<file path="src/rtl/wb_traffic_master.sv">
// wb_traffic_master: pseudo-random Wishbone single/4-beat burst traffic generator; define WBTG_TIMEOUT_EN to add the ack watchdog
module wb_traffic_master #(
  parameter logic [7:0]  id       = 8'h00,
  parameter logic [31:0] seed     = 32'h1,
  parameter logic [15:0] ntrans   = 16'd16,
  parameter logic [31:0] adr_mask = 32'h0000fff0,
  parameter logic [31:0] timeout  = 32'd255
) (
  input  logic        sys_clk,
  input  logic        sys_rst_n,
  input  logic        start,
  output logic        busy,
  output logic        done,
  output logic        error,
  output logic [31:0] checksum,
  output logic [15:0] rcount,
  output logic [15:0] wcount,
  output logic [31:0] dat_w,
  input  logic [31:0] dat_r,
  output logic [31:0] adr,
  output logic [2:0]  cti,
  output logic        we,
  output logic [3:0]  sel,
  output logic        cyc,
  output logic        stb,
  input  logic        ack
);
  typedef enum logic [1:0] {IDLE, ISSUE, GAP, DONE} state_t;
  state_t state_q, state_d;
  logic [31:0] lfsr_q, lfsr_d, adr_q, adr_d, dat_w_q, dat_w_d, checksum_q, checksum_d;
  logic [15:0] txn_idx_q, txn_idx_d, rcount_q, rcount_d, wcount_q, wcount_d;
  logic [2:0] cti_q, cti_d;
  logic [3:0] sel_q, sel_d;
  logic [1:0] beat_q, beat_d;
  logic burst_q, burst_d, we_q, we_d, cyc_q, cyc_d, busy_q, busy_d, done_q, done_d, error_q, error_d;
  logic accept, launch, beat_ack, last, advance, abort;
  assign accept   = state_q == IDLE && start;
  assign launch   = accept || (state_q == GAP && txn_idx_q < ntrans);
  assign beat_ack = state_q == ISSUE && ack;
  assign last     = beat_ack && (!burst_q || beat_q == 2'd3);
  assign advance  = beat_ack && !last;
`ifdef WBTG_TIMEOUT_EN
  logic [31:0] to_q, to_d;
  assign abort = state_q == ISSUE && !ack && to_q == timeout - 32'd1;
  // watchdog counts unacknowledged cycles in ISSUE, restarting on every ack
  always_comb to_d = (state_q == ISSUE && !ack) ? to_q + 32'd1 : 32'd0;
  // watchdog counter register
  always_ff @(posedge sys_clk)
    if (!sys_rst_n) to_q <= '0;
    else to_q <= to_d;
`else
  assign abort = 1'b0 && timeout != 32'd0;
`endif
  // next-state decode
  always_comb begin
    state_d = state_q;
    case (state_q)
      IDLE:    state_d = start ? ISSUE : IDLE;
      ISSUE:   state_d = abort ? DONE : last ? GAP : ISSUE;
      GAP:     state_d = txn_idx_q < ntrans ? ISSUE : DONE;
      default: state_d = IDLE;
    endcase
  end
  // transaction decode from the pre-step LFSR, beat sequencing and run statistics
  always_comb begin
    lfsr_d     = launch ? {lfsr_q[30:0], lfsr_q[31] ^ lfsr_q[21] ^ lfsr_q[1] ^ lfsr_q[0]} : lfsr_q;
    txn_idx_d  = accept ? 16'd0 : last ? txn_idx_q + 16'd1 : txn_idx_q;
    burst_d    = launch ? lfsr_q[1] : burst_q;
    we_d       = launch ? lfsr_q[0] : we_q;
    beat_d     = launch ? 2'd0 : beat_ack ? beat_q + 2'd1 : beat_q;
    adr_d      = launch ? lfsr_q & adr_mask & (lfsr_q[1] ? 32'hffff_fff0 : 32'hffff_fffc)
               : advance ? adr_q + 32'd4 : adr_q;
    sel_d      = launch ? ((lfsr_q[1] || lfsr_q[5:2] == 4'h0) ? 4'hf : lfsr_q[5:2]) : sel_q;
    cti_d      = launch ? (lfsr_q[1] ? 3'b010 : 3'b000) : (advance && beat_q == 2'd2) ? 3'b111 : cti_q;
    dat_w_d    = (launch || advance) ? {id, txn_idx_d[7:0], adr_d[15:0]} : dat_w_q;
    cyc_d      = state_d == ISSUE;
    busy_d     = accept ? 1'b1 : state_q == DONE ? 1'b0 : busy_q;
    done_d     = accept ? 1'b0 : state_q == DONE ? 1'b1 : done_q;
    error_d    = accept ? 1'b0 : abort ? 1'b1 : error_q;
    checksum_d = accept ? 32'd0 : (beat_ack && !we_q) ? checksum_q ^ dat_r : checksum_q;
    rcount_d   = accept ? 16'd0 : (beat_ack && !we_q) ? rcount_q + {15'd0, rcount_q != 16'hffff} : rcount_q;
    wcount_d   = accept ? 16'd0 : (beat_ack && we_q) ? wcount_q + {15'd0, wcount_q != 16'hffff} : wcount_q;
  end
  // state and output registers
  always_ff @(posedge sys_clk)
    if (!sys_rst_n) begin
      state_q    <= IDLE;
      lfsr_q     <= seed;
      txn_idx_q  <= '0;
      burst_q    <= 1'b0;
      we_q       <= 1'b0;
      beat_q     <= '0;
      adr_q      <= '0;
      sel_q      <= '0;
      cti_q      <= '0;
      dat_w_q    <= '0;
      cyc_q      <= 1'b0;
      busy_q     <= 1'b0;
      done_q     <= 1'b0;
      error_q    <= 1'b0;
      checksum_q <= '0;
      rcount_q   <= '0;
      wcount_q   <= '0;
    end else begin
      state_q    <= state_d;
      lfsr_q     <= lfsr_d;
      txn_idx_q  <= txn_idx_d;
      burst_q    <= burst_d;
      we_q       <= we_d;
      beat_q     <= beat_d;
      adr_q      <= adr_d;
      sel_q      <= sel_d;
      cti_q      <= cti_d;
      dat_w_q    <= dat_w_d;
      cyc_q      <= cyc_d;
      busy_q     <= busy_d;
      done_q     <= done_d;
      error_q    <= error_d;
      checksum_q <= checksum_d;
      rcount_q   <= rcount_d;
      wcount_q   <= wcount_d;
    end
  assign busy     = busy_q;
  assign done     = done_q;
  assign error    = error_q;
  assign checksum = checksum_q;
  assign rcount   = rcount_q;
  assign wcount   = wcount_q;
  assign dat_w    = dat_w_q;
  assign adr      = adr_q;
  assign cti      = cti_q;
  assign we       = we_q;
  assign sel      = sel_q;
  assign cyc      = cyc_q;
  assign stb      = cyc_q;
endmodule

</file>
<file path="config.mk">
export PLATFORM = sky130hd
export DESIGN_NAME = wb_traffic_master
export DESIGN_NICKNAME = d
export VERILOG_FILES = /design/src/rtl/wb_traffic_master.sv
export SDC_FILE = /design/constraint.sdc
export NUM_CORES = 1
export LEC_CHECK = 0
export BUFFER_PORTS_ARGS = -buffer_cell sky130_fd_sc_hd__buf_2
export CORE_UTILIZATION = 54
export DETAILED_ROUTE_END_ITERATION = 10
export PLACE_DENSITY = 0.89
export SLEW_MARGIN = 30
export SYNTH_ARGS = -nofsm -noshare
export SYNTH_HDL_FRONTEND = slang
export SYNTH_SLANG_ARGS = --single-unit
</file>
<file path="constraint.sdc">
create_clock -name sys_clk -period 2.6 [get_ports sys_clk]
set_input_delay 0.13 -clock sys_clk [delete_from_list [all_inputs] [get_ports sys_clk]]
set_output_delay 0.13 -clock sys_clk [all_outputs]
set_load 0.1 [all_outputs]
</file>
==> summary.md, run 1 <==
| Metric | Value |
|---|---|
| Final wirelength | `18,300 µm` |
| IO Pins | `177` |
| CTS buffer count | `17` |
| Wire length per cell | `14.5 µm` |
| Worst skew pair latency | `0.44 ns` |
| Hold path startpoint | `dat_r[26]` |
| Worst R2R Path Depth | `9` |
| R2R Path End | `rcount[10]$_SDFFE_PP0P_` |
| Hold depth | `4` |
| CTS tree | `built` |
| Worst slew pin tran | `0.663 ns` |
| Worst Setup Path Type | `register to register` |
| Area share of the largest cell type after synthesis | `46.9%` |
| Die Ht | `122 µm` |
| Avg Cell Area, Syn | `8.37 µm²` |
| Clock buffer depth | `2` |
| Max-slew violations | `0` |
| Post-DP HPWL | `12,400 µm` |
| N_diodes | `0` |
| Maximum capacitance violations | `0` |
| Reg2reg setup slack | `0.27 ns` |
| CP startpoint kind | `register` |
| Hold buffer count at CTS | `0` |
| Placed inst area | `8670 µm²` |
| Crit end category | `register` |
| Via/cell ratio | `5.45` |
| Status | `complete, no violations` |
| First-pass iteration count of the detailed router | `5` |
| Final Hold Viols | `0` |
| Leak Pwr | `3.69 nW` |
| Routability congestion estimate | `0.870` |
| Fin crit share | `89.8%` |
| Initial antenna violation count | `0` |
| Setup tns final | `0 ns` |
| Core area | `13,900 µm²` |
| Worst r2r src | `rcount[10]$_SDFFE_PP0P_` |
| Sinks on Clock Net | `181` |
| H-tree Lvls | `4` |
| Critical Path Source | `rcount[10]$_SDFFE_PP0P_` |
| Distinct cells, synth | `50` |
| Global-route wire length before repair | `29,800 µm` |
| Worst Hold Path EP | `checksum[26]$_SDFFE_PP0P_` |
| Final nets | `1,109` |
| Total grt overflow | `0` |
| WP data required | `2.91 ns` |
| Die Wd | `122 µm` |
| RSZ-0062 raised after global routing | `no` |
| Seq cells post-synth | `181` |
| Fill cells | `1,053` |
| Pwr Density | `668 nW/µm²` |
| Netlist Area Pre-Place | `7730 µm²` |
| # rows | `43` |
| Worst min path class | `input port to register` |
| Largest net degree at the start of global routing | `52` |
| Antenna Nets Post-Route | `0` |
| Clk slew on worst S/H paths | `0.07 ns` |
| Yosys warning count | `0` |
| Final min period | `2.33 ns` |
| Most frequently used flop master after synthesis | `dfxtp_1` |
| Initial drt markers | `462` |
| Leading area contributor after synthesis | `dfxtp_1` |
| Post-CTS Setup Repair Bufs | `0` |
| Number of synthesized flops with an enable pin | `0` |
| Worst IR Drop VDD | `0.513 mV` |
| Sequential area share after synthesis | `46.9%` |
| Initial Util | `55.5%` |
| Clock Skews | `0.0105 ns` |
| Relative slew slack | `55.8%` |
| Vias | `6,850` |
| CP arrival | `2.64 ns` |
| Die area | `14,800 µm²` |
| Finished Cell Area | `9260 µm²` |
| Ranking of synthesized cells by area | `dfxtp_1 47%, nand2_1 7.4%, xor2_1 6.7%, nor2_1 5.5%, xnor2_1 5.1%` |
| Post-route DRC violation count | `0` |
| Vias in the first global route | `6,300` |
| Area grow syn2layout | `19.8%` |
| Async SR Flop Fraction | `0%` |
| Fmax | `428 MHz` |
| Total GRT Usage | `25.3%` |
| Critical-path maximum fanout | `8` |
| Post-CTS sizing | `0` |
| Mapped Cells | `924` |
| Setup Viol. Count Final | `0` |
| Clock root buffer | `clkbuf_16` |
| Proportion of layout cells with a drive suffix above 1 | `24.4%` |
| Port bufs | `167` |
-- synthesized netlist by cell type, drive strengths merged (3+ instances only) --
master / number
dfxtp: 181
nand2: 152
nor2: 116
a21oi: 71
xor2: 59
nand3: 51
xnor2: 45
clkbuf: 40
buf: 29
nor3: 26
o21ai: 22
nand4: 20
nor4: 20
and3: 14
inv: 9
ha: 8
and2: 7
and4: 6
o221ai: 6
or3: 5
a211oi: 4
mux2i: 4
o22ai: 4
a211o: 3
or4: 3
-- cell usage in the layout (no fill, tap or decap), drive strengths merged, types with 6 or more instances in the layout --
cell | synthesis | routed
a21oi | 71 | 71
nand3 | 51 | 51
and3 | 14 | 14
nor3 | 26 | 26
dfxtp | 181 | 181
o21ai | 22 | 22
nand2 | 152 | 152
clkbuf | 40 | 20
o221ai | 6 | 6
and2 | 7 | 7
nand4 | 20 | 20
and4 | 6 | 6
nor4 | 20 | 20
conb | 1 | 9
inv | 9 | 13
xor2 | 59 | 59
xnor2 | 45 | 45
buf | 29 | 183
ha | 8 | 8
nor2 | 116 | 116
-- report_power, final --
| part | switching [W] | internal, W | leakage [nW] |
|---|---|---|---|
| logic | 0.000646 | 0.000144 | 1.94 |
| clock network | 0.00111 | 0.00142 | 0.273 |
| registers | 0.0000513 | 0.00282 | 1.48 |
| total | 0.00181 | 0.00438 | 3.69 |
-- how the worst max path moves through the flow --
stage	slack, ns	end	depth (start not counted)
floorplan	0.009	adr[28]$_SDFFE_PN0P_	6
global placement	0.36	rcount[12]$_SDFFE_PP0P_	9
detailed placement	0.31	rcount[10]$_SDFFE_PP0P_	9
CTS	0.27	rcount[10]$_SDFFE_PP0P_	9
global route	0.07	rcount[14]$_SDFFE_PP0P_	9
finish	0.27	rcount[10]$_SDFFE_PP0P_	9
-- routing by layer --
metal  vias to the layer above  track usage (%)  routed length [µm]
li1                       3379                -                   -
met1                      3176             29.6                7530
met2                       256             44.4                9050
met3                        39             6.04                1320
met4                         0             9.65                 356
met5                         -                0                   0
-- stage by stage --
| step | util, % | instances | worst slack (ns) | hold WS, ns | total power [W] |
|---|---|---|---|---|---|
| 3_3_place_gp | 62.2 | 1226 | 0.358 | 0.440 | 0.00370 |
| 6_report | 66.5 | 1258 | 0.266 | 0.00935 | 0.00619 |
| 5_1_grt | 66.5 | 1258 | 0.0675 | 0.0189 | 0.00637 |
| 4_1_cts | 66.5 | 1258 | 0.271 | 0.00168 | 0.00621 |
| 2_1_floorplan | - | 932 | 0.00852 | 0.335 | 0.00358 |
| 3_5_place_dp | 62.2 | 1226 | 0.311 | 0.444 | 0.00371 |
-- cell type report --
class                   count  area (µm²)  area share, %
multi-input cells         673        3770           40.7
flip-flops and latches    181        3680           39.7
repair buffers            183         968           10.5
clock buffers              20         468           5.05
well taps                 180         225           2.43
clock inverters            12         119           1.28
inverters                   9        33.8          0.365
-- logic make-up (layout without fill, tap and decap cells) --
kind of cell	after synthesis	count (layout)	synth area share, %
and+or+nand+nor	432	432	26.2
xor gates and xnor gates	104	104	11.8
AOI/OAI and AO/OA	114	114	8.16
muxes	6	6	0.809
DFF	181	181	46.9
buffers and inverters	78	224	4.84
adders and majority gates	8	8	1.29
other	1	9	0.0485
-- flip-flops by register name, summed over array words and instances (netlist names) --
register and count:
cyc 1, dat_w 24, adr 32, txn_idx_q 16
state_q 2, beat_q 2, cti 2, lfsr_q 32
rcount 16, done 1, busy 1, checksum 32
wcount 16, sel 4
-- worst max-delay path, stage by stage (launching register included) --
cell and delay [ns]:
dfxtp_2 0.37, and4_1 0.21, nand3_1 0.09, or4_1 0.54, ha_1 0.22, ha_1 0.20
nand4_1 0.27, nor3_1 0.10, xnor2_1 0.14, nor2_1 0.06
No activity file was read; power rests on OpenSTA's default activity.
==> run 2: changes to the inputs <==
==> constraint.sdc (replaced) <==
create_clock -name sys_clk -period 2.45 [get_ports sys_clk]
set_input_delay 0.1225 -clock sys_clk [delete_from_list [all_inputs] [get_ports sys_clk]]
set_output_delay 0.1225 -clock sys_clk [all_outputs]
set_load 0.1 [all_outputs]
==> run 2 against run 1 <==
Setup slack got worse by 0.11 ns. First-iteration DRC count grew 9.1%. Final area grew 1.6%. Clock-buffer cell count unchanged. Largest power group unchanged. Maximum frequency grew 1.9%. Flip-flop and latch count is the same. Combinational power grew 8.8%.
==> summary.md, run 2 (synthesized netlist as in run 1, its figures left out) <==
| Metric | Value |
|---|---|
| IO Pins | `177` |
| Final min period | `2.29 ns` |
| Pwr Density | `710 nW/µm²` |
| Worst slew pin tran | `0.614 ns` |
| Initial Util | `55.5%` |
| Most common cell after layout, fill and taps aside | `buf_2` |
| Total GRT Usage | `25.2%` |
| R2R Path End | `rcount[12]$_SDFFE_PP0P_` |
| Reg2reg setup slack | `0.16 ns` |
| Die area | `14,800 µm²` |
| Finished Cell Area | `9410 µm²` |
| Max-slew violations | `0` |
| Antenna Nets Post-Route | `0` |
| Post-DP HPWL | `12,200 µm` |
| Initial drt markers | `504` |
| Final wirelength | `18,400 µm` |
| DP Worst Slack | `0.135 ns` |
| Worst min path class | `input port to register` |
| Port bufs | `167` |
| Setup Viol. Count Final | `0` |
| Worst Hold Path EP | `checksum[2]$_SDFFE_PP0P_` |
| WP data required | `2.76 ns` |
| Via/cell ratio | `5.47` |
| Proportion of layout cells with a drive suffix above 1 | `25.5%` |
| CP startpoint kind | `register` |
| Total power | `0.00668 W` |
| Vias | `6,921` |
| Fmax | `437 MHz` |
| CP arrival | `2.60 ns` |
| Wire length per cell | `14.5 µm` |
| # rows | `43` |
| Post-route DRC violation count | `0` |
| Most frequent cells in the layout | `167 x buf_2, 151 x nand2_1, 141 x dfxtp_1` |
| Clk slew on worst S/H paths | `0.06 ns` |
| Worst r2r src | `rcount[10]$_SDFFE_PP0P_` |
| Initial antenna violation count | `0` |
| Worst IR Drop VDD | `0.487 mV` |
| First-pass iteration count of the detailed router | `5` |
| Sinks on Clock Net | `181` |
| Critical-path maximum fanout | `8` |
| Final Hold Viols | `0` |
| Fin worst setup slack | `0.160 ns` |
| Routability congestion estimate | `0.876` |
| Status | `complete, no violations` |
| Vias in the first global route | `6,291` |
| Die Ht | `122 µm` |
| Relative slew slack | `58.6%` |
| CTS buffer count | `17` |
| Hold depth | `4` |
| Fin crit share | `93.5%` |
| Placed inst area | `8760 µm²` |
| Fin util | `67.5%` |
| Die Wd | `122 µm` |
| Clock Skews | `0.00970 ns` |
| Largest net degree at the start of global routing | `76` |
| Post-CTS sizing | `0` |
| RSZ-0062 raised after global routing | `yes` |
| Area grow syn2layout | `21.7%` |
| Total grt overflow | `0` |
| Worst R2R Path Depth | `9` |
| CTS tree | `built` |
| Leak Pwr | `3.77 nW` |
| Clock root buffer | `clkbuf_16` |
| Clock buffer depth | `2` |
| Final nets | `1,116` |
| Crit end category | `register` |
| Global-route wire length before repair | `29,700 µm` |
| N_diodes | `0` |
| Worst skew pair latency | `0.43 ns` |
| Post-CTS Setup Repair Bufs | `0` |
| Hold path startpoint | `dat_r[2]` |
| Maximum capacitance violations | `0` |
| Worst Setup Path Type | `register to register` |
| H-tree Lvls | `4` |
| Core area | `13,900 µm²` |
-- run 2: cell count changes in the layout (fill, tap and decap cells not counted), sizes merged --
cell	delta
bufinv	+1
buf	+3
clkinv	+6
inv	-2
dlygate4sd3	+4
clkinvlp	-5
-- run 2: per-layer routing --
layer | track usage (%) | routed length (µm)
met4 | 10.1 | 373
met1 | 30.1 | 7660
met2 | 42.8 | 9220
met5 | 0 | 0
met3 | 6.51 | 1140
-- run 2: area by class of cell --
| cell class | count | area [µm²] |
|---|---|---|
| fill | 1038 | 4520 |
| timing repair buffer | 190 | 1060 |
| tap | 180 | 225 |
| clock buffer | 20 | 468 |
| sequential | 181 | 3710 |
| multi-input combinational | 673 | 3770 |
| clock inverter | 12 | 143 |
| inverter | 9 | 33.8 |
-- run 2: power by group --
group / internal (W) / switching (W)
combinational: 0.000172 / 0.000689
sequential: 0.00298 / 0.0000544
clock: 0.00161 / 0.00118
total: 0.00476 / 0.00193
-- run 2: worst max-delay path, cell delays in order (launching register included) --
cell and delay (ns):
dfxtp_4 0.37, and4_1 0.20, nand3_1 0.11, or4_1 0.54
ha_1 0.21, ha_1 0.19, nand4_1 0.24, nor3_1 0.11
xnor2_1 0.15, nor2_1 0.05
-- run 2: worst max path at each step --
stage / start / cells past startpoint / end
2_1_floorplan: wcount[12]$_SDFFE_PP0P_ / 10 / wcount[14]$_SDFFE_PP0P_
3_3_place_gp: rcount[12]$_SDFFE_PP0P_ / 9 / rcount[10]$_SDFFE_PP0P_
3_5_place_dp: rcount[12]$_SDFFE_PP0P_ / 9 / rcount[14]$_SDFFE_PP0P_
6_report: rcount[10]$_SDFFE_PP0P_ / 9 / rcount[12]$_SDFFE_PP0P_
4_1_cts: rcount[10]$_SDFFE_PP0P_ / 9 / rcount[14]$_SDFFE_PP0P_
5_1_grt: rcount[10]$_SDFFE_PP0P_ / 9 / rcount[12]$_SDFFE_PP0P_
-- run 2: through the flow --
| stage | TNS (ns) | std cells | hold WS (ns) |
|---|---|---|---|
| 6_report | 0 | 1265 | 0.0109 |
| 5_1_grt | -0.00320 | 1265 | 0.00495 |
| 4_1_cts | 0 | 1265 | 0.00201 |
| 3_5_place_dp | 0 | 1229 | 0.444 |
| 3_3_place_gp | 0 | 1229 | 0.436 |
| 2_1_floorplan | 0 | 932 | 0.327 |
-- run 2: what timing repair did --
item                       in CTS  in global routing
hold endpoints to repair        4                  0
hold buffers                    4                  0
setup endpoints to repair       0                  3
